<file path="config.mk">
export PLATFORM = sky130hd
export DESIGN_NAME = rfile_host
export DESIGN_NICKNAME = d
export VERILOG_FILES = /design/src/rtl/rfile_pkg.sv /design/src/rtl/rfile_result_fifo.sv /design/src/rtl/rfile_host.sv
export SDC_FILE = /design/constraint.sdc
export NUM_CORES = 1
export LEC_CHECK = 0
export ABC_AREA = 1
export BUFFER_PORTS_ARGS = -buffer_cell sky130_fd_sc_hd__buf_2
export CORE_AREA = 2 2 156 158
export CTS_CLUSTER_DIAMETER = 150
export DETAILED_ROUTE_END_ITERATION = 6
export DIE_AREA = 0 0 158 160
export PLACE_DENSITY = 0.77
export RECOVER_POWER = 25
export SYNTH_ARGS = -nofsm -noshare
export SYNTH_HDL_FRONTEND = slang
export SYNTH_SLANG_ARGS = --single-unit
</file>
<file path="constraint.sdc">
create_clock -name clk -period 12.9 [get_ports clk]
set_clock_uncertainty 0.1 [all_clocks]
set_input_delay 3.87 -clock clk [delete_from_list [all_inputs] [get_ports clk]]
set_output_delay 3.87 -clock clk [all_outputs]
set_load 0.02 [all_outputs]
</file>
<file path="src/rtl/rfile_pkg.sv">
// Shared widths, LUT fetch state encoding and result record for the RF localisation host.
// Latency: n/a (package only).
// Backpressure: n/a (package only).
package rfile_pkg;

  localparam int COORD_W = 8;
  localparam int RSSI_W  = 20;
  localparam int EXP_W   = 12;
  localparam int VAL_W   = 16;

  // 10^frac table walk: one address per state, data lands one state later.
  typedef enum logic [1:0] {
    LUT_IDLE,
    LUT_RA,
    LUT_RB,
    LUT_RC
  } lut_state_t;

  // One engine result as stored in the result FIFO.
  typedef struct packed {
    logic [COORD_W-1:0] xt;
    logic [COORD_W-1:0] yt;
  } res_t;

endpackage

</file>
<file path="src/rtl/rfile_result_fifo.sv">
// Generic synchronous FIFO holding engine results.
// Latency: push visible at head on the next cycle; head is read combinationally from storage.
// Backpressure: none internally; the caller must never push when full (credit-gated upstream).
// Ports: clk/rst, push + push_dat, pop, head_dat, empty, count (0..DEPTH).
module rfile_result_fifo #(
  parameter int DEPTH = 2,
  parameter int W     = 16
) (
  input  logic                     clk,
  input  logic                     rst,
  input  logic                     push,
  input  logic [W-1:0]             push_dat,
  input  logic                     pop,
  output logic [W-1:0]             head_dat,
  output logic                     empty,
  output logic [$clog2(DEPTH):0]   count
);

  localparam int AW = $clog2(DEPTH);
  localparam logic [AW:0] FULL_CNT = (AW+1)'(DEPTH);

  logic [W-1:0]  mem [DEPTH];
  logic [AW-1:0] wr_ptr;
  logic [AW-1:0] rd_ptr;
  logic          full;
  logic          do_push;
  logic          do_pop;

  assign empty    = (count == '0);
  assign full     = (count == FULL_CNT);
  assign do_push  = push && !full;
  assign do_pop   = pop && !empty;
  assign head_dat = mem[rd_ptr];

  // DEPTH is a power of two, so pointers wrap naturally.
  always_ff @(posedge clk or posedge rst) begin
    if (rst) begin
      wr_ptr <= '0;
      rd_ptr <= '0;
      count  <= '0;
    end else begin
      if (do_push) wr_ptr <= wr_ptr + 1'b1;
      if (do_pop)  rd_ptr <= rd_ptr + 1'b1;
      case ({do_push, do_pop})
        2'b10:   count <= count + 1'b1;
        2'b01:   count <= count - 1'b1;
        default: ;
      endcase
    end
  end

  always_ff @(posedge clk) begin
    if (do_push) mem[wr_ptr] <= push_dat;
  end

  // Upstream credit accounting guarantees room; a hit here is a flow-control bug.
  a_no_overflow: assert property (@(posedge clk) disable iff (rst) !(push && full));

endmodule

</file>
<file path="src/rtl/rfile_host.sv">
// Host initiator for the RF localisation engine: commits RSSI per frame, fetches 10^frac mantissas, collects results.
// Latency: sample registered at the commit edge; result enters FIFO on out_valid; mantissas settle within 5 cycles of an exp change.
// Backpressure: s_ready only in a commit window with FIFO credit; results of frames without a fresh sample are dropped as dummies.
// Ports: cfg_* anchors (passed through to A_x..C_y), s_* sample stream, rssi*/value* to engine,
//        exp*/busy/out_valid/xt/yt from engine, lut_addr/lut_rdata ROM port, m_* result stream, frame counters.
module rfile_host
  import rfile_pkg::*;
#(
  parameter int FIFO_DEPTH = 2,
  parameter int CNT_W      = 16
) (
  input  logic               clk,
  input  logic               rst,
  input  logic [COORD_W-1:0] cfg_ax,
  input  logic [COORD_W-1:0] cfg_ay,
  input  logic [COORD_W-1:0] cfg_bx,
  input  logic [COORD_W-1:0] cfg_by,
  input  logic [COORD_W-1:0] cfg_cx,
  input  logic [COORD_W-1:0] cfg_cy,
  input  logic               s_valid,
  output logic               s_ready,
  input  logic [RSSI_W-1:0]  s_rssiA,
  input  logic [RSSI_W-1:0]  s_rssiB,
  input  logic [RSSI_W-1:0]  s_rssiC,
  output logic [COORD_W-1:0] A_x,
  output logic [COORD_W-1:0] A_y,
  output logic [COORD_W-1:0] B_x,
  output logic [COORD_W-1:0] B_y,
  output logic [COORD_W-1:0] C_x,
  output logic [COORD_W-1:0] C_y,
  output logic [RSSI_W-1:0]  rssiA,
  output logic [RSSI_W-1:0]  rssiB,
  output logic [RSSI_W-1:0]  rssiC,
  output logic [VAL_W-1:0]   valueA,
  output logic [VAL_W-1:0]   valueB,
  output logic [VAL_W-1:0]   valueC,
  input  logic [EXP_W-1:0]   expA,
  input  logic [EXP_W-1:0]   expB,
  input  logic [EXP_W-1:0]   expC,
  input  logic               busy,
  input  logic               out_valid,
  input  logic [COORD_W-1:0] xt,
  input  logic [COORD_W-1:0] yt,
  output logic [EXP_W-1:0]   lut_addr,
  input  logic [VAL_W-1:0]   lut_rdata,
  output logic               m_valid,
  input  logic               m_ready,
  output logic [COORD_W-1:0] m_xt,
  output logic [COORD_W-1:0] m_yt,
  output logic [CNT_W-1:0]   frames_done,
  output logic [CNT_W-1:0]   frames_dummy
);

  localparam int CW = $clog2(FIFO_DEPTH) + 1;
  localparam logic [CW:0] DEPTH_L = (CW+1)'(FIFO_DEPTH);

  logic          inflight_real;
  logic          push_now;
  logic          credit;
  logic          xfer;
  logic          pop;
  logic          fifo_empty;
  logic [CW-1:0] fifo_count;
  res_t          push_res;
  res_t          head_res;

  lut_state_t       lut_state;
  logic [EXP_W-1:0] sh_a, sh_b, sh_c;
  logic             c_pend;

  assign A_x = cfg_ax;
  assign A_y = cfg_ay;
  assign B_x = cfg_bx;
  assign B_y = cfg_by;
  assign C_x = cfg_cx;
  assign C_y = cfg_cy;

  // Only results of frames that carried a fresh sample are kept.
  assign push_now = out_valid && inflight_real;

  // Same-cycle pop is deliberately not credited: simpler and never overflows.
  assign credit  = ({1'b0, fifo_count} + {{CW{1'b0}}, push_now}) < DEPTH_L;
  // rst term keeps s_ready low while held in reset even though busy may be low.
  assign s_ready = !rst && !busy && credit;
  assign xfer    = s_valid && s_ready;

  assign pop      = m_valid && m_ready;
  assign push_res = '{xt: xt, yt: yt};
  assign m_valid  = !fifo_empty;
  assign m_xt     = head_res.xt;
  assign m_yt     = head_res.yt;

  rfile_result_fifo #(
    .DEPTH (FIFO_DEPTH),
    .W     ($bits(res_t))
  ) u_fifo (
    .clk      (clk),
    .rst      (rst),
    .push     (push_now),
    .push_dat (push_res),
    .pop      (pop),
    .head_dat (head_res),
    .empty    (fifo_empty),
    .count    (fifo_count)
  );

  // RSSI commit: the engine samples rssi* in the window, so they only move at
  // the edge closing a window and stay put for the whole busy interval.
  always_ff @(posedge clk or posedge rst) begin
    if (rst) begin
      rssiA         <= '0;
      rssiB         <= '0;
      rssiC         <= '0;
      inflight_real <= 1'b0;
    end else if (xfer) begin
      rssiA         <= s_rssiA;
      rssiB         <= s_rssiB;
      rssiC         <= s_rssiC;
      inflight_real <= 1'b1;
    end else if (!busy) begin
      // Engine will recompute the stale sample; mark that frame as dummy.
      inflight_real <= 1'b0;
    end
  end

  // Frame statistics; inflight_real here is the pre-commit value.
  always_ff @(posedge clk or posedge rst) begin
    if (rst) begin
      frames_done  <= '0;
      frames_dummy <= '0;
    end else if (out_valid) begin
      if (inflight_real) begin
        if (frames_done != '1) frames_done <= frames_done + 1'b1;
      end else begin
        if (frames_dummy != '1) frames_dummy <= frames_dummy + 1'b1;
      end
    end
  end

  // Mantissa fetch. ROM data lags the address by one cycle, so each value is
  // captured one state after its address was issued; valueC lands back in IDLE.
  // Shadows reset to all-ones so the first real exponents trigger a fetch.
  always_ff @(posedge clk or posedge rst) begin
    if (rst) begin
      lut_state <= LUT_IDLE;
      lut_addr  <= '0;
      sh_a      <= '1;
      sh_b      <= '1;
      sh_c      <= '1;
      valueA    <= '0;
      valueB    <= '0;
      valueC    <= '0;
      c_pend    <= 1'b0;
    end else begin
      case (lut_state)
        LUT_IDLE: begin
          if (c_pend) begin
            valueC <= lut_rdata;
            c_pend <= 1'b0;
          end
          // Also catches exponents that moved while the previous walk ran.
          if ({expA, expB, expC} != {sh_a, sh_b, sh_c}) begin
            sh_a      <= expA;
            sh_b      <= expB;
            sh_c      <= expC;
            lut_addr  <= expA;
            lut_state <= LUT_RA;
          end
        end
        LUT_RA: begin
          lut_addr  <= sh_b;
          lut_state <= LUT_RB;
        end
        LUT_RB: begin
          valueA    <= lut_rdata;
          lut_addr  <= sh_c;
          lut_state <= LUT_RC;
        end
        LUT_RC: begin
          valueB    <= lut_rdata;
          c_pend    <= 1'b1;
          lut_state <= LUT_IDLE;
        end
        default: lut_state <= LUT_IDLE;
      endcase
    end
  end

endmodule

</file>
Word level (Yosys, flattened, before mapping)
Memory sizes are Yosys's and may differ from the RTL's.
Index checks and enable logic that the tools add are counted.
Widths: inputs -> output; s select.
{ "op_classes": {"add_sub_neg": 7, "multipliers": 0, "n_div": 0, "order_cmp": 1, "n_eq_ne": 11, "n_shift": 0, "muxes": 10, "bitwise": 1, "n_reduce_logical": 21} }
{ "op_table": {"columns": ["operator", "n"], "rows": [
  ["$ne 36x36->1", 1],
  ["$pmux 12 s3", 1],
  ["$add 16x1->16 const B", 2],
  ["$ne 16x16->1 const B", 2],
  ["$mux 12", 1],
  ["$eq 2x2->1 const B", 4],
  ["$pmux 2 s4", 1],
  ["$logic_and 1x1->1", 7],
  ["$reduce_and 2->1", 3],
  ["$reduce_and 3->1", 2],
  ["$eq 2x1->1 const B", 2],
  ["$logic_not 1->1", 4],
  ["$logic_not 2->1", 2],
  ["$mux 1", 4],
  ["$pmux 2 s2", 1],
  ["$reduce_bool 2->1", 2],
  ["$add 2x1->3", 1],
  ["$lt 3x2->1 const B", 1],
  ["$reduce_bool 3->1", 1],
  ["$add 1x1->1 const B", 2],
  ["$add 2x1->2 const B", 1],
  ["$mux 2", 1],
  ["$ne 2x1->1 const B", 1],
  ["$ne 2x2->1 const B", 1],
  ["3 further kinds", 3]
]} }
{ "word_totals": {"regBits": 196, "latchBits": 0, "ram_bits": 32, "romBits": 0, "inputBits": 182, "out_inout_bits": 218, "mem_count": 1} }
{ "mem_list": {"columns": ["memory", "depth", "width", "rd", "rd_clocked_by_memory_dff", "write_ports", "line", "source"], "rows": [
  ["u_fifo.mem", 2, 16, 1, 0, 1, "rfile_result_fifo.sv:22", "logic [W-1:0] mem [DEPTH];"]
]} }

Longest topological paths before layout
{ "depth": {"ltp_word": 6, "ltp_mapped": 12, "ltp_nobuf": 11} }

Hierarchy
From an unflattened synthesis, not the netlist that was laid out.
{ "hier_totals": {"cells_unflattened": 1204, "area_unflattened_um2": 10721.5} }
{ "modules_own_cells": {"columns": ["module", "instances", "cells_per_inst", "area_each_um2"], "rows": [
  ["rfile_host", 1, 1088, 9291.4],
  ["rfile_result_fifo", 1, 116, 1430.1]
]} }

Worst setup path before layout
OpenSTA, ideal clock, no wires.
{ "synth_path": {"kind": "input-to-output", "startpoint": "input out_valid", "endpoint": "output s_ready", "arrival_ns": 4.686, "required_ns": 8.930, "path_slack_ns": 4.244, "path_stages": 4, "path_buffers": 1, "cell_sequence": "nand2_1 > inv_2 > a2111oi_4 > buf_2"} }
{ "synth_between": {"elab_chain_len": 4} }
{ "synth_rtl": {"columns": ["element", "line", "source"], "rows": [
  ["start: declaration", "rfile_host.sv:41", "input logic out_valid,"],
  ["$logic_and 1x1->1", "rfile_host.sv:79", "assign push_now = out_valid && inflight_real;"],
  ["$add 2x1->3", "rfile_host.sv:82", "assign credit = ({1'b0, fifo_count} + {{CW{1'b0}}, push_now}) < DEPTH_L;"],
  ["$lt 3x2->1", "rfile_host.sv:82", null],
  ["$logic_and 1x1->1", "rfile_host.sv:84", "assign s_ready = !rst && !busy && credit;"],
  ["end: declaration", "rfile_host.sv:21", "output logic s_ready,"]
]} }
Every way passes these cells.

Worst setup path in the final report
Ends and elaborated chain as after synthesis.

==> flow_summary.yaml <==
run_status:
  outcome: "finished with violations"
  violations: "capacitance limit, slew limit"
power_and_ir_drop:
  ir_drop_uv: 142
  combPwrFrac: 0.351
  pwr-share-seq: 0.396
  p_switching_mw: 1.19
  p_clk_frac: 0.253
  switching_share: 0.382
  internal-power_mw: 1.92
  p_per_area_mw_per_mm2: 246
  power_mw: 3.11
  power_leakage_nw: 6.53
place:
  gp_congestion: 0.872
  placed_area_mm2: 0.0118
  dp.cells: 1656
  hpwl_um: 18300
  portBuffers: 303
route:
  drt_iter0_drc: 458
  routed_wl_um: 26400
  drc: 0
  via_per_inst: 4.93
  dr.pass1.iters: 5
  post_drt_wl_per_cell_um: 15.5
  route.antenna.remaining_nets: 0
  dr_total_vias: 8395
clock_network:
  post_cts_buffers: 0
  cts_tree: "built"
  clock-sinks: 228
  ctsRootBufferMaster: "clkbuf_16"
  clkLatencyLatePin_ns: 0.51
  clk_path_buf_depth: 3
  postCtsHoldBufs: 0
  ctsResizeCount: 0
  cts_inserted_buffers: 25
  clkTransAtPathRegs_ns: 0.06
  cts.htree.levels: 1
logic_synthesis:
  yosys-top-cells-count: "nand2_1 (401), dfrtp_1 (160), nand3_1 (125)"
  synthesis.area_mm2: 0.0103
  synth_nets: 1306
  ys_types: 28
  synth_edf_count: 32
  ys_ff_latch: 228
  synth_most_common_cell: "nand2_1"
  synth.avg_cell_area_um2: 9.24
  synth_ff_type: "dfrtp_1"
  netlist_instances: 1117
  synth.largest_area_cell: "dfrtp_1"
  synth_warnings: 0
  yosys-top-cells-area: "dfrtp_1 (39%), nand2_1 (15%), edfxtp_1 (9.3%), dfstp_2 (9.2%), nand3_1 (6.1%)"
  ys_seq_area_frac: 0.573
  synth-async-reset-ratio: 0.860
  synthDominantCellAreaShare: 0.388
critical_path:
  crit_buf_inv: 3
  start_kind: "input pin"
  crit_chain: "clkbuf_1, nand2_1, inv_1, a2111oi_4, buf_2"
  cp_slowest_cell: "a2111oi_4"
  crit_path_max_fanout: 3
  cp-end-kind: "primary output"
  path_delay_family: "buffers and inverters"
  arrival_ns: 4.62
  critPathRequiredTime_ns: 8.93
  critPathKind: "input pin to primary output"
  slowest_delay_ns: 0.31
global_route:
  antenna_found_initial: 1
  grt_first_pass_wirelength_um: 41700
  grt_max_degree: 128
  grt_overflow: 0
  grt_util_all_layers: 0.205
  grt_pass1_vias: 8093
timing:
  tns_ns: 0
  drv_slew: 128
  fin_crit_sh: 0.666
  hold_viol: 0
  setup-violations-final: 0
  slew-limit-headroom: -2.74
  max_freq_mhz: 116
  period_needed_ns: 8.59
  rsz0062_at_grt: "false"
  worst_pin_slew_ns: 5.58
floorplanning:
  ios: 400
  rows: 57
  core_region_area_mm2: 0.0238
  initial_core_util: 0.433
  die_h_um: 160
  die_w_um: 158
  die-area_mm2: 0.0253
cells_and_area:
  final_cells: 1703
  fillers: 2165
  final_nets: 1548
  fin_area_mm2: 0.0126
  drive_gt1_frac: 0.298
  area.growth.synth_to_final_pct: 22.6
  fin_util: 0.531
hold_path:
  hold_path.class: "flop to flop"
flow_run:
  drv_cap: 1
registers in the layout (all words and copies together), names as in the netlist, 20 cells and up:
signal,count
rssiC,20
u_fifo.mem,32
rssiA,20
rssiB,20
through the flow:
| stage | hold WS, ns | setup WS [ns] |
|---|---|---|
| 2_1_floorplan | 0.349 | 3.65 |
| 3_3_place_gp | 0.348 | 4.32 |
| 3_5_place_dp | 0.353 | 4.32 |
| 4_1_cts | 0.368 | 4.32 |
| 5_1_grt | 0.383 | 4.05 |
| 6_report | 0.365 | 4.31 |
worst reg2reg max path, stage by stage, from the launching register on:
cell and delay, ns:
dfstp_2 0.56, nand2_1 0.05, nand2_1 0.06, nand3_1 0.12, nor2_1 0.16, nand2_1 0.08
nor2_1 0.12, nand3_1 0.71, nand2_2 1.17, nand2_1 0.16, o21ai_0 0.14
power by group through the flow:
stage	clock network, mW	registers [mW]	logic, mW
6_report	0.785	1.23	1.09
5_1_grt	0.828	1.26	1.21
4_1_cts	0.800	1.23	1.10
3_5_place_dp	0	1.23	1.10
3_3_place_gp	0	1.22	1.07
2_1_floorplan	0	1.44	0.515
cells by family after synthesis:
group                    Yosys count  share of synthesized area
adder cells (fa/ha/maj)            7                    0.00849
AO/OA/AOI/OAI                     37                     0.0217
multiplexers                      32                     0.0349
XOR/XNOR                          56                     0.0475
buffers and inverters            155                     0.0754
flip-flops                       228                      0.573
AND/OR/NAND/NOR                  602                      0.239
final timing paths:
| check | startpoint | to | slack (ns) | cells after the start |
|---|---|---|---|---|
| min reg2reg | valueB[11]$_DFFE_PP0P_ | valueB[11]$_DFFE_PP0P_ | 0.37 | 2 |
| min | valueB[11]$_DFFE_PP0P_ | valueB[11]$_DFFE_PP0P_ | 0.37 | 2 |
| min in group asynchronous | rst | frames_dummy[9]$_DFFE_PP0P_ | 5.02 | 2 |
| max | out_valid | s_ready | 4.31 | 5 |
| max in group asynchronous | rst | valueB[12]$_DFFE_PP0P_ | 5.00 | 3 |
| max reg2reg | sh_c[5]$_DFFE_PP1P_ | sh_a[9]$_DFFE_PP1P_ | 9.38 | 10 |
final cells by class:
type                       count  area [um^2]  share of cell area
antenna                        1         2.50            0.000198
clock buffer                  34          729              0.0577
clock inverter                12          194              0.0153
inverter                      59          223              0.0176
multi-input combinational    734         3630               0.287
sequential                   228         5910               0.467
tap                          324          405              0.0320
timing repair buffer         311         1550               0.123
cell usage in the layout, fill, tap and decap left out, types with 2 or more instances in the layout:
cell type / count
dfstp_2: 36
nor3_1: 12
nand4_1: 8
inv_1: 57
clkbuf_1: 21
edfxtp_1: 32
dfrtp_1: 160
nand2_1: 401
nand3_1: 125
xor2_1: 31
buf_2: 284
xnor2_1: 25
o21ai_0: 21
or2_2: 2
nand2_2: 2
clkinvlp_4: 2
clkbuf_8: 7
buf_4: 8
ha_1: 7
a31oi_1: 13
bufinv_16: 5
clkbuf_16: 25
mux2_2: 32
clkinv_2: 4
nor2_1: 50
metal layers:
layer / part of all wire / up-vias / GRT usage
met1: 0.39 / 3977 / 0.252
met3: 0.074 / 83 / 0.0421
li1: - / 4002 / -
met5: 0 / - / 0
met4: 0.043 / 0 / 0.0925
met2: 0.50 / 333 / 0.347
No activity file was read; power rests on OpenSTA's default activity.
